**config.mk**
```make
export PLATFORM = sky130hd
export DESIGN_NAME = nroot_seq_fp
export DESIGN_NICKNAME = d
export VERILOG_FILES = /design/src/rtl/nroot_pkg.sv /design/src/rtl/nroot_exp_div.sv /design/src/rtl/nroot_seq_fp.sv
export SDC_FILE = /design/constraint.sdc
export NUM_CORES = 2
export LEC_CHECK = 0
export CORE_MARGIN = 2
export CORE_UTILIZATION = 37
export CTS_BUF_LIST = sky130_fd_sc_hd__clkbuf_4 sky130_fd_sc_hd__clkbuf_8
export CTS_CLUSTER_DIAMETER = 50
export DETAILED_ROUTE_END_ITERATION = 6
export DONT_BUFFER_PORTS = 1
export PLACE_DENSITY = 0.52
export SLEW_MARGIN = 20
export SYNTH_ARGS = -nofsm -noshare
export SYNTH_HDL_FRONTEND = slang
export SYNTH_SLANG_ARGS = --single-unit
```
**constraint.sdc**
```tcl
create_clock -name clk -period 27.1 [get_ports clk]
set_clock_uncertainty 0.1 [all_clocks]
set_input_delay 5.42 -clock clk [delete_from_list [all_inputs] [get_ports clk]]
set_output_delay 5.42 -clock clk [all_outputs]
set_load 0.01 [all_outputs]
```
**src/rtl/nroot_pkg.sv**
```systemverilog
// rtl/nroot_pkg.sv - shared states, field struct and IEEE constant helpers for nroot_seq_fp
package nroot_pkg;

  typedef enum logic [2:0] {
    S_IDLE, S_UNPACK, S_EDIV, S_TRIAL, S_MUL, S_CMP, S_PACK, S_DONE
  } state_t;

  // Fields are sized for the widest supported format; users slice to EXP_W/MAN_W.
  localparam int MAX_EXP_W = 15;
  localparam int MAX_MAN_W = 112;
  localparam int MAX_FP_W  = 128;

  typedef struct packed {
    logic                 sign;
    logic [MAX_EXP_W-1:0] exp;
    logic [MAX_MAN_W-1:0] frac;
  } fp_fields_t;

  function automatic int fp_bias(input int exp_w);
    return (1 << (exp_w - 1)) - 1;
  endfunction

  function automatic logic [MAX_FP_W-1:0] fp_nan(input int exp_w, input int man_w);
    return (MAX_FP_W'(1) << (exp_w + man_w)) - MAX_FP_W'(1);
  endfunction

  function automatic logic [MAX_FP_W-1:0] fp_inf(input logic sign, input int exp_w, input int man_w);
    return (MAX_FP_W'(sign) << (exp_w + man_w)) |
           (((MAX_FP_W'(1) << exp_w) - MAX_FP_W'(1)) << man_w);
  endfunction

  function automatic fp_fields_t fp_unpack(input logic [MAX_FP_W-1:0] bits,
                                           input int exp_w, input int man_w);
    fp_fields_t f;
    logic [MAX_FP_W-1:0] emask;
    logic [MAX_FP_W-1:0] mmask;
    emask  = (MAX_FP_W'(1) << exp_w) - MAX_FP_W'(1);
    mmask  = (MAX_FP_W'(1) << man_w) - MAX_FP_W'(1);
    f.sign = |((bits >> (exp_w + man_w)) & MAX_FP_W'(1));
    f.exp  = MAX_EXP_W'((bits >> man_w) & emask);
    f.frac = MAX_MAN_W'(bits & mmask);
    return f;
  endfunction

endpackage

```
**src/rtl/nroot_exp_div.sv**
```systemverilog
// rtl/nroot_exp_div.sv - sequential signed floor division of an exponent by k
// Cycles after start: one abs cycle, EW quotient-bit cycles, one fixup cycle (done high).
module nroot_exp_div #(
  parameter int EW = 8,
  parameter int KW = 4
) (
  input  logic          clk,
  input  logic          rst,
  input  logic          start,
  input  logic [EW:0]   e,
  input  logic [KW-1:0] k,
  output logic          done,
  output logic [EW:0]   q,
  output logic [KW-1:0] r
);
  import nroot_pkg::*;

  localparam int CW = $clog2(EW + 2);

  logic          run;
  logic [CW-1:0] cnt;
  logic [EW:0]   e_r;
  logic          neg;
  logic [EW-1:0] mag;
  logic [KW-1:0] rem;
  logic [KW:0]   part;
  logic          fits;

  assign part = {rem, mag[EW-1]};
  assign fits = part >= {1'b0, k};
  assign done = run && (cnt == '0);

  always_ff @(posedge clk) begin
    if (rst) begin
      run <= 1'b0;
      cnt <= '0;
    end else if (start) begin
      run <= 1'b1;
      e_r <= e;
      cnt <= CW'(EW + 1);
    end else if (run) begin
      if (cnt == CW'(EW + 1)) begin
        neg <= e_r[EW];
        mag <= e_r[EW] ? EW'(-e_r) : EW'(e_r);
        rem <= '0;
        cnt <= cnt - 1'b1;
      end else if (cnt != '0) begin
        rem <= fits ? KW'(part - {1'b0, k}) : part[KW-1:0];
        mag <= {mag[EW-2:0], fits};
        cnt <= cnt - 1'b1;
      end else begin
        run <= 1'b0;
      end
    end
  end

  // Negative dividend with a remainder rounds toward -inf: q=-|q|-1, r=k-rem.
  always_comb begin
    q = {1'b0, mag};
    r = rem;
    if (neg && rem != '0) begin
      q = ~{1'b0, mag};
      r = k - rem;
    end else if (neg) begin
      q = (EW + 1)'(0) - {1'b0, mag};
    end
  end

endmodule

```
**src/rtl/nroot_seq_fp.sv**
```systemverilog
// rtl/nroot_seq_fp.sv - sequential IEEE n-th root, digit-by-digit with valid/ready handshakes
// Optional NROOT_FLAGS_EN adds out_invalid/out_inexact status ports.
module nroot_seq_fp #(
  parameter int EXP_W    = 8,
  parameter int MAN_W    = 23,
  parameter int MAX_ROOT = 8,
  parameter int GUARD    = 4
) (
  input  logic                           clk,
  input  logic                           rst,
  input  logic                           in_valid,
  output logic                           in_ready,
  input  logic [EXP_W+MAN_W:0]           base,
  input  logic [$clog2(MAX_ROOT+1)-1:0]  root,
  output logic                           out_valid,
  input  logic                           out_ready,
  output logic [EXP_W+MAN_W:0]           out,
`ifdef NROOT_FLAGS_EN
  output logic                           out_invalid,
  output logic                           out_inexact,
`endif
  output logic                           busy
);
  import nroot_pkg::*;

  localparam int W  = 1 + EXP_W + MAN_W;
  localparam int KW = $clog2(MAX_ROOT + 1);
  localparam int FW = MAN_W + GUARD;
  localparam int AW = MAX_ROOT + FW;
  localparam int IW = $clog2(MAN_W);
  localparam logic [EXP_W:0]        BIAS_V    = (EXP_W + 1)'(fp_bias(EXP_W));
  localparam logic [KW-1:0]         MAXK      = KW'(MAX_ROOT);
  localparam logic [MAX_FP_W-1:0]   NAN_WIDE  = fp_nan(EXP_W, MAN_W);
  localparam logic [MAX_FP_W-1:0]   PINF_WIDE = fp_inf(1'b0, EXP_W, MAN_W);
  localparam logic [MAX_FP_W-1:0]   NINF_WIDE = fp_inf(1'b1, EXP_W, MAN_W);
  localparam logic [W-1:0]          NAN_V     = NAN_WIDE[W-1:0];
  localparam logic [W-1:0]          PINF_V    = PINF_WIDE[W-1:0];
  localparam logic [W-1:0]          NINF_V    = NINF_WIDE[W-1:0];

  state_t state, state_nxt;

  logic [W-1:0]       base_r;
  logic [KW-1:0]      k_r;
  logic               spec_r;
  logic [W-1:0]       spec_res;
  logic [AW-1:0]      r_fx;
  logic [AW-1:0]      acc;
  logic [MAN_W:0]     y;
  logic [MAN_W:0]     trial;
  logic [IW-1:0]      idx;
  logic [KW-1:0]      mcnt;
  logic [EXP_W:0]     q_r;

  fp_fields_t         f;
  logic               unused_fields;
  logic               sgn;
  logic [EXP_W-1:0]   ex;
  logic [MAN_W-1:0]   fr;
  logic               is_nan, is_inf, is_zero, bad_k, odd_k;
  logic               special;
  logic [W-1:0]       spec_val;
  logic [EXP_W:0]     e_unb;
  logic [EXP_W-1:0]   e_out;
  logic               div_start, div_done;
  logic [EXP_W:0]     div_q;
  logic [KW-1:0]      div_r;
  logic [AW-1:0]      r_new;
  logic [MAN_W:0]     bitmask;
  logic [AW+MAN_W:0]  prod;
  logic [AW:0]        prod_sh;
  logic               sat;

  assign f             = fp_unpack(MAX_FP_W'(base_r), EXP_W, MAN_W);
  assign unused_fields = &{1'b0, f};
  assign sgn           = f.sign;
  assign ex            = f.exp[EXP_W-1:0];
  assign fr            = f.frac[MAN_W-1:0];
  assign is_nan        = (&ex) && (fr != '0);
  assign is_inf        = (&ex) && (fr == '0);
  assign is_zero       = (ex == '0);
  assign bad_k         = (k_r == '0) || (k_r > MAXK);
  assign odd_k         = k_r[0];
  assign e_unb         = {1'b0, ex} - BIAS_V;
  assign e_out         = EXP_W'(q_r + BIAS_V);
  assign r_new         = AW'({1'b1, fr, {GUARD{1'b0}}}) << div_r;
  assign bitmask       = (MAN_W + 1)'(1) << idx;
  assign prod          = {{(MAN_W+1){1'b0}}, acc} * {{AW{1'b0}}, trial};
  assign prod_sh       = (AW + 1)'(prod >> MAN_W);
  assign sat           = prod_sh > {1'b0, r_fx};
  assign div_start     = (state == S_UNPACK) && !special;

`ifdef NROOT_FLAGS_EN
  logic spec_inv, inv_r, eq_r;
`endif

  always_comb begin
    special  = 1'b1;
    spec_val = '0;
`ifdef NROOT_FLAGS_EN
    spec_inv = 1'b0;
`endif
    if (is_nan || bad_k) begin
      spec_val = NAN_V;
`ifdef NROOT_FLAGS_EN
      spec_inv = !is_nan;
`endif
    end else if (is_inf) begin
      if (sgn && !odd_k) begin
        spec_val = NAN_V;
`ifdef NROOT_FLAGS_EN
        spec_inv = 1'b1;
`endif
      end else begin
        spec_val = sgn ? NINF_V : PINF_V;
      end
    end else if (is_zero) begin
      // Subnormals land here too and flush to a signed zero.
      spec_val = {sgn & odd_k, {(W-1){1'b0}}};
    end else if (sgn && !odd_k) begin
      spec_val = NAN_V;
`ifdef NROOT_FLAGS_EN
      spec_inv = 1'b1;
`endif
    end else if (k_r == KW'(1)) begin
      spec_val = base_r;
    end else begin
      special = 1'b0;
    end
  end

  nroot_exp_div #(.EW(EXP_W), .KW(KW)) u_exp_div (
    .clk   (clk),
    .rst   (rst),
    .start (div_start),
    .e     (e_unb),
    .k     (k_r),
    .done  (div_done),
    .q     (div_q),
    .r     (div_r)
  );

  always_ff @(posedge clk) begin
    if (rst) state <= S_IDLE;
    else     state <= state_nxt;
  end

  always_comb begin
    state_nxt = state;
    in_ready  = 1'b0;
    busy      = 1'b1;
    out_valid = 1'b0;
    case (state)
      S_IDLE: begin
        in_ready = 1'b1;
        busy     = 1'b0;
        if (in_valid) state_nxt = S_UNPACK;
      end
      S_UNPACK: state_nxt = special ? S_PACK : S_EDIV;
      S_EDIV:   if (div_done) state_nxt = S_TRIAL;
      S_TRIAL:  state_nxt = S_MUL;
      S_MUL:    if (mcnt == KW'(1)) state_nxt = S_CMP;
      S_CMP:    state_nxt = (idx == '0) ? S_PACK : S_TRIAL;
      S_PACK:   state_nxt = S_DONE;
      S_DONE: begin
        out_valid = 1'b1;
        if (out_ready) state_nxt = S_IDLE;
      end
      default:  state_nxt = S_IDLE;
    endcase
  end

  always_ff @(posedge clk) begin
    if (rst) begin
      out <= '0;
`ifdef NROOT_FLAGS_EN
      out_invalid <= 1'b0;
      out_inexact <= 1'b0;
`endif
    end else begin
      case (state)
        S_IDLE: if (in_valid) begin
          base_r <= base;
          k_r    <= root;
        end
        S_UNPACK: begin
          spec_r   <= special;
          spec_res <= spec_val;
`ifdef NROOT_FLAGS_EN
          inv_r    <= spec_inv;
`endif
        end
        S_EDIV: if (div_done) begin
          q_r  <= div_q;
          r_fx <= r_new;
          y    <= (MAN_W + 1)'(1) << MAN_W;
          idx  <= IW'(MAN_W - 1);
`ifdef NROOT_FLAGS_EN
          eq_r <= (r_new == (AW'(1) << FW));
`endif
        end
        S_TRIAL: begin
          trial <= y | bitmask;
          acc   <= AW'({y | bitmask, {GUARD{1'b0}}});
          mcnt  <= k_r - KW'(1);
        end
        S_MUL: begin
          // Once above R the candidate is rejected anyway; pin acc at full scale.
          acc  <= sat ? '1 : prod_sh[AW-1:0];
          mcnt <= mcnt - KW'(1);
        end
        S_CMP: begin
          if (acc <= r_fx) begin
            y <= trial;
`ifdef NROOT_FLAGS_EN
            eq_r <= (acc == r_fx);
`endif
          end
          idx <= idx - IW'(1);
        end
        S_PACK: begin
          out <= spec_r ? spec_res : {base_r[W-1], e_out, y[MAN_W-1:0]};
`ifdef NROOT_FLAGS_EN
          out_invalid <= spec_r && inv_r;
          out_inexact <= !spec_r && !eq_r;
`endif
        end
        default: ;
      endcase
    end
  end

endmodule

```
==> summary.md <==
| Metric | Value |
|---|---|
| Largest net degree at the start of global routing | 58 |
| Syn Nets | 5318 |
| Vias in the first global route | 30.9k |
| Hold Buf Count CTS | 0 |
| Startpoint of the worst hold path | out[25] |
| RSZ-0062 raised after global routing | no |
| Hold Crit Class | reg2reg |
| Netlist cell types | 79 |
| Post-route cell area | 43300 um2 |
| Reg-to-reg startpoint | trial[8] |
| Via-to-Cell Ratio | 5.17 |
| GR Overflow Total | 0 |
| Global-route wire length before repair | 188 mm |
| DP Area | 42100 um2 |
| Hold EP | out[25] |
| Placed cells | 5539 |
| Final hold vios | 0 |
| Global Route Usage Sum | 22.1% |
| Post-Syn Instances | 4282 |
| Clk root buf | clkbuf_8 |
| Worst slew pin tran | 1020 ps |
| Drt wl/cell | 21.5 um |
| #FFs+latches synth | 262 |
| Max Cap Viol | 0 |
| YS warnings | 0 |
| Initial Utilization | 37.3% |
| Post-route insts no fill | 5634 |
| DRC viols | 0 |
| Number of H-tree levels | 2 |
| Setup CP Type | reg2reg |
| Worst setup SP type | register |
| Rows | 121 |
| Die ar. | 113000 um2 |
| Max stage delay on crit path | 1010 ps |
| Post-synthesis sequential area ratio | 18.4% |
| Worst Path Arrival | 11240 ps |
| CP required | 27330 ps |
| Mapped Avg Cell Area | 9.49 um2 |
| Fin crit period | 11010 ps |
| Crit path max-delay cell type | edfxtp_1 |
| Peak Freq | 90.8 MHz |
| Initial antenna violation count | 4 |
| Die X | 335 um |
| Antenna violation net count after detailed routing | 0 |
| Most used cell, CP | fa_1 |
| First DRT Iteration DRCs | 2010 |
| Longest Clk Path Bufs | 3 |
| Yosys top cell area share | 35.7% |
| Worst slew margin | 31.8% |
| Die H | 335 um |
| R2R Setup Slk | 16090 ps |
| Clock latency on the worst-skew pair | 640 ps |
| Crit Reg-Reg Endpoint | acc[19] |
| Final #Nets | 5214 |
| Routed via count | 29.1k |
| Post-synthesis cell area | 40700 um2 |
| Asr flop ratio synth | 0% |
| Main flop type after synthesis | edfxtp_1 |
| CTS tree | done |
| Final setup vio count | 0 |
| Status | finished clean |
| Cell taking the most area after synthesis | fa_1 |
| WL final | 121 mm |
| CP Capture Type | register |
| Layout cells sized above 1 | 5.40% |
| PortBufs | 0 |
| Total CTS buffers | 50 |
| Ranking of synthesized cells by area | fa_1 36%, edfxtp_1 16%, ha_1 8.3%, inv_1 8.0%, and2_1 6.2% |
| Core ar. | 109000 um2 |
| Post-CTS setup repair buffer count | 0 |
| Fin crit share | 40.6% |
| Slew Limit Fails | 0 |
| WHS Path Cells | 2 |
| IO Count | 75 |
| DP Wirelength | 89.2 mm |
| Layout area overhead | 6.44% |
| Clock sink count | 262 |
| CP max FO | 35 |
| Placer Congestion | 0.906 |
| Clock-pin slew on the worst setup and hold paths | 60 ps |
| R2R cell count | 33 |
| First drt pass iteration count | 5 |
| Setup TNS | 0 ps |
| Number of flops mapped to enable cells by yosys | 222 |
| Cells resized by post-CTS repair | 0 |
[worst max path at each step]
stage                      to  slack (ps)  startpoint  cells past startpoint
floorplan           base_r[0]       18190         rst                      2
global placement      acc[21]       16310    trial[8]                     33
detailed placement    acc[21]       16300    trial[3]                     34
CTS                   acc[19]       16230    trial[3]                     34
global route          acc[21]       15600    trial[3]                     34
finish                acc[19]       16090    trial[8]                     33
[cells in the final DEF, fill, tap and decap left out, types with 13 or more instances in the layout]
| cell type | instances |
|---|---|
| clkbuf_8 | 52 |
| a2bb2oi_2 | 17 |
| inv_1 | 864 |
| a21o_1 | 57 |
| a211oi_1 | 35 |
| and3_1 | 38 |
| o21ai_0 | 92 |
| xor2_1 | 35 |
| a21oi_1 | 132 |
| dfxtp_1 | 40 |
| nor2_1 | 113 |
| fa_1 | 725 |
| ha_1 | 271 |
| a21oi_2 | 14 |
| nor4_1 | 16 |
| nand2_1 | 559 |
| a31oi_1 | 13 |
| nor3_1 | 39 |
| mux2i_1 | 94 |
| buf_4 | 77 |
| and2_1 | 399 |
| nand4_1 | 33 |
| nor2b_1 | 15 |
| nand2b_1 | 13 |
| nand3_1 | 36 |
| edfxtp_1 | 222 |
| xnor2_1 | 42 |
[cell type report]
cell class | count | area, um2
flip-flops and latches | 262 | 7470
repair buffers | 78 | 598
clock inverters | 29 | 324
well taps | 1414 | 1770
clock buffers | 64 | 806
diodes | 1 | 2.50
inverters | 864 | 3240
multi-input cells | 2922 | 29100
fillers | 10858 | 65600
[logic make-up after synthesis]
family	Yosys count	synth area share, %
multiplexers	95	2.34
adder cells (fa/ha/maj)	996	44.0
AO/OA/AOI/OAI	452	7.44
flip-flops	262	18.4
XOR/XNOR	78	1.68
buffers and inverters	1098	10.3
AND/OR/NAND/NOR	1301	15.8
[synthesized netlist by cell type (6+ instances only)]
cell         n
a211oi_1    35
a21o_1      57
a21oi_1    134
a21oi_2     14
a2bb2oi_2   17
a31oi_1     13
and2_1     401
and3_1      38
buf_2        8
clkbuf_1   215
dfxtp_1     40
edfxtp_1   222
fa_1       725
ha_1       271
inv_1      864
mux2i_1     94
nand2_1    560
nand2b_1    13
nand3_1     36
nand4_1     33
nor2_1     114
nor2b_1     15
nor3_1      39
nor3b_1      6
nor4_1      16
o211ai_1     7
o21a_1      11
o21ai_0     92
o21ai_1     11
o21bai_1     8
o31ai_1     11
xnor2_1     42
xor2_1      36
[through the flow]
step | util [%] | hold slack, ps | worst slack [ps]
6_report | 39.8 | 395 | 16090
5_1_grt | 39.7 | 419 | 15600
4_1_cts | 39.7 | 394 | 16230
3_5_place_dp | 38.7 | 387 | 16300
3_3_place_gp | 38.7 | 382 | 16310
2_1_floorplan | - | 376 | 18190
[routing by layer]
metal | GRT usage [%] | up-vias | share of wire, %
met4 | 5.56 | 0 | 2.5
met2 | 36.7 | 919 | 48
met5 | 0 | - | 0
li1 | - | 13072 | -
met3 | 2.66 | 146 | 5.9
met1 | 30.7 | 14982 | 44
[registers in the layout, summed over array words and instances, names as in the netlist, 5 cells and up]
register / cells
acc: 35
base_r: 32
out: 32
spec_res: 32
r_fx: 31
trial: 24
y: 24
u_exp_div.e_r: 9
q_r: 8
u_exp_div.mag: 8
idx: 5
[worst max-delay path, delay by kind of cell, from the launching register on]
family | cells | cell delay (ps)
compound gates | 14 | 3670
xor+xnor | 1 | 300
fa+ha+maj | 9 | 4000
buf+inv | 7 | 1290
flops | 1 | 1010
simple gates | 2 | 310
Power is left out: the tool's default activity adds up to more than one toggle a clock period on the data nets, which glitch-free logic cannot reach.
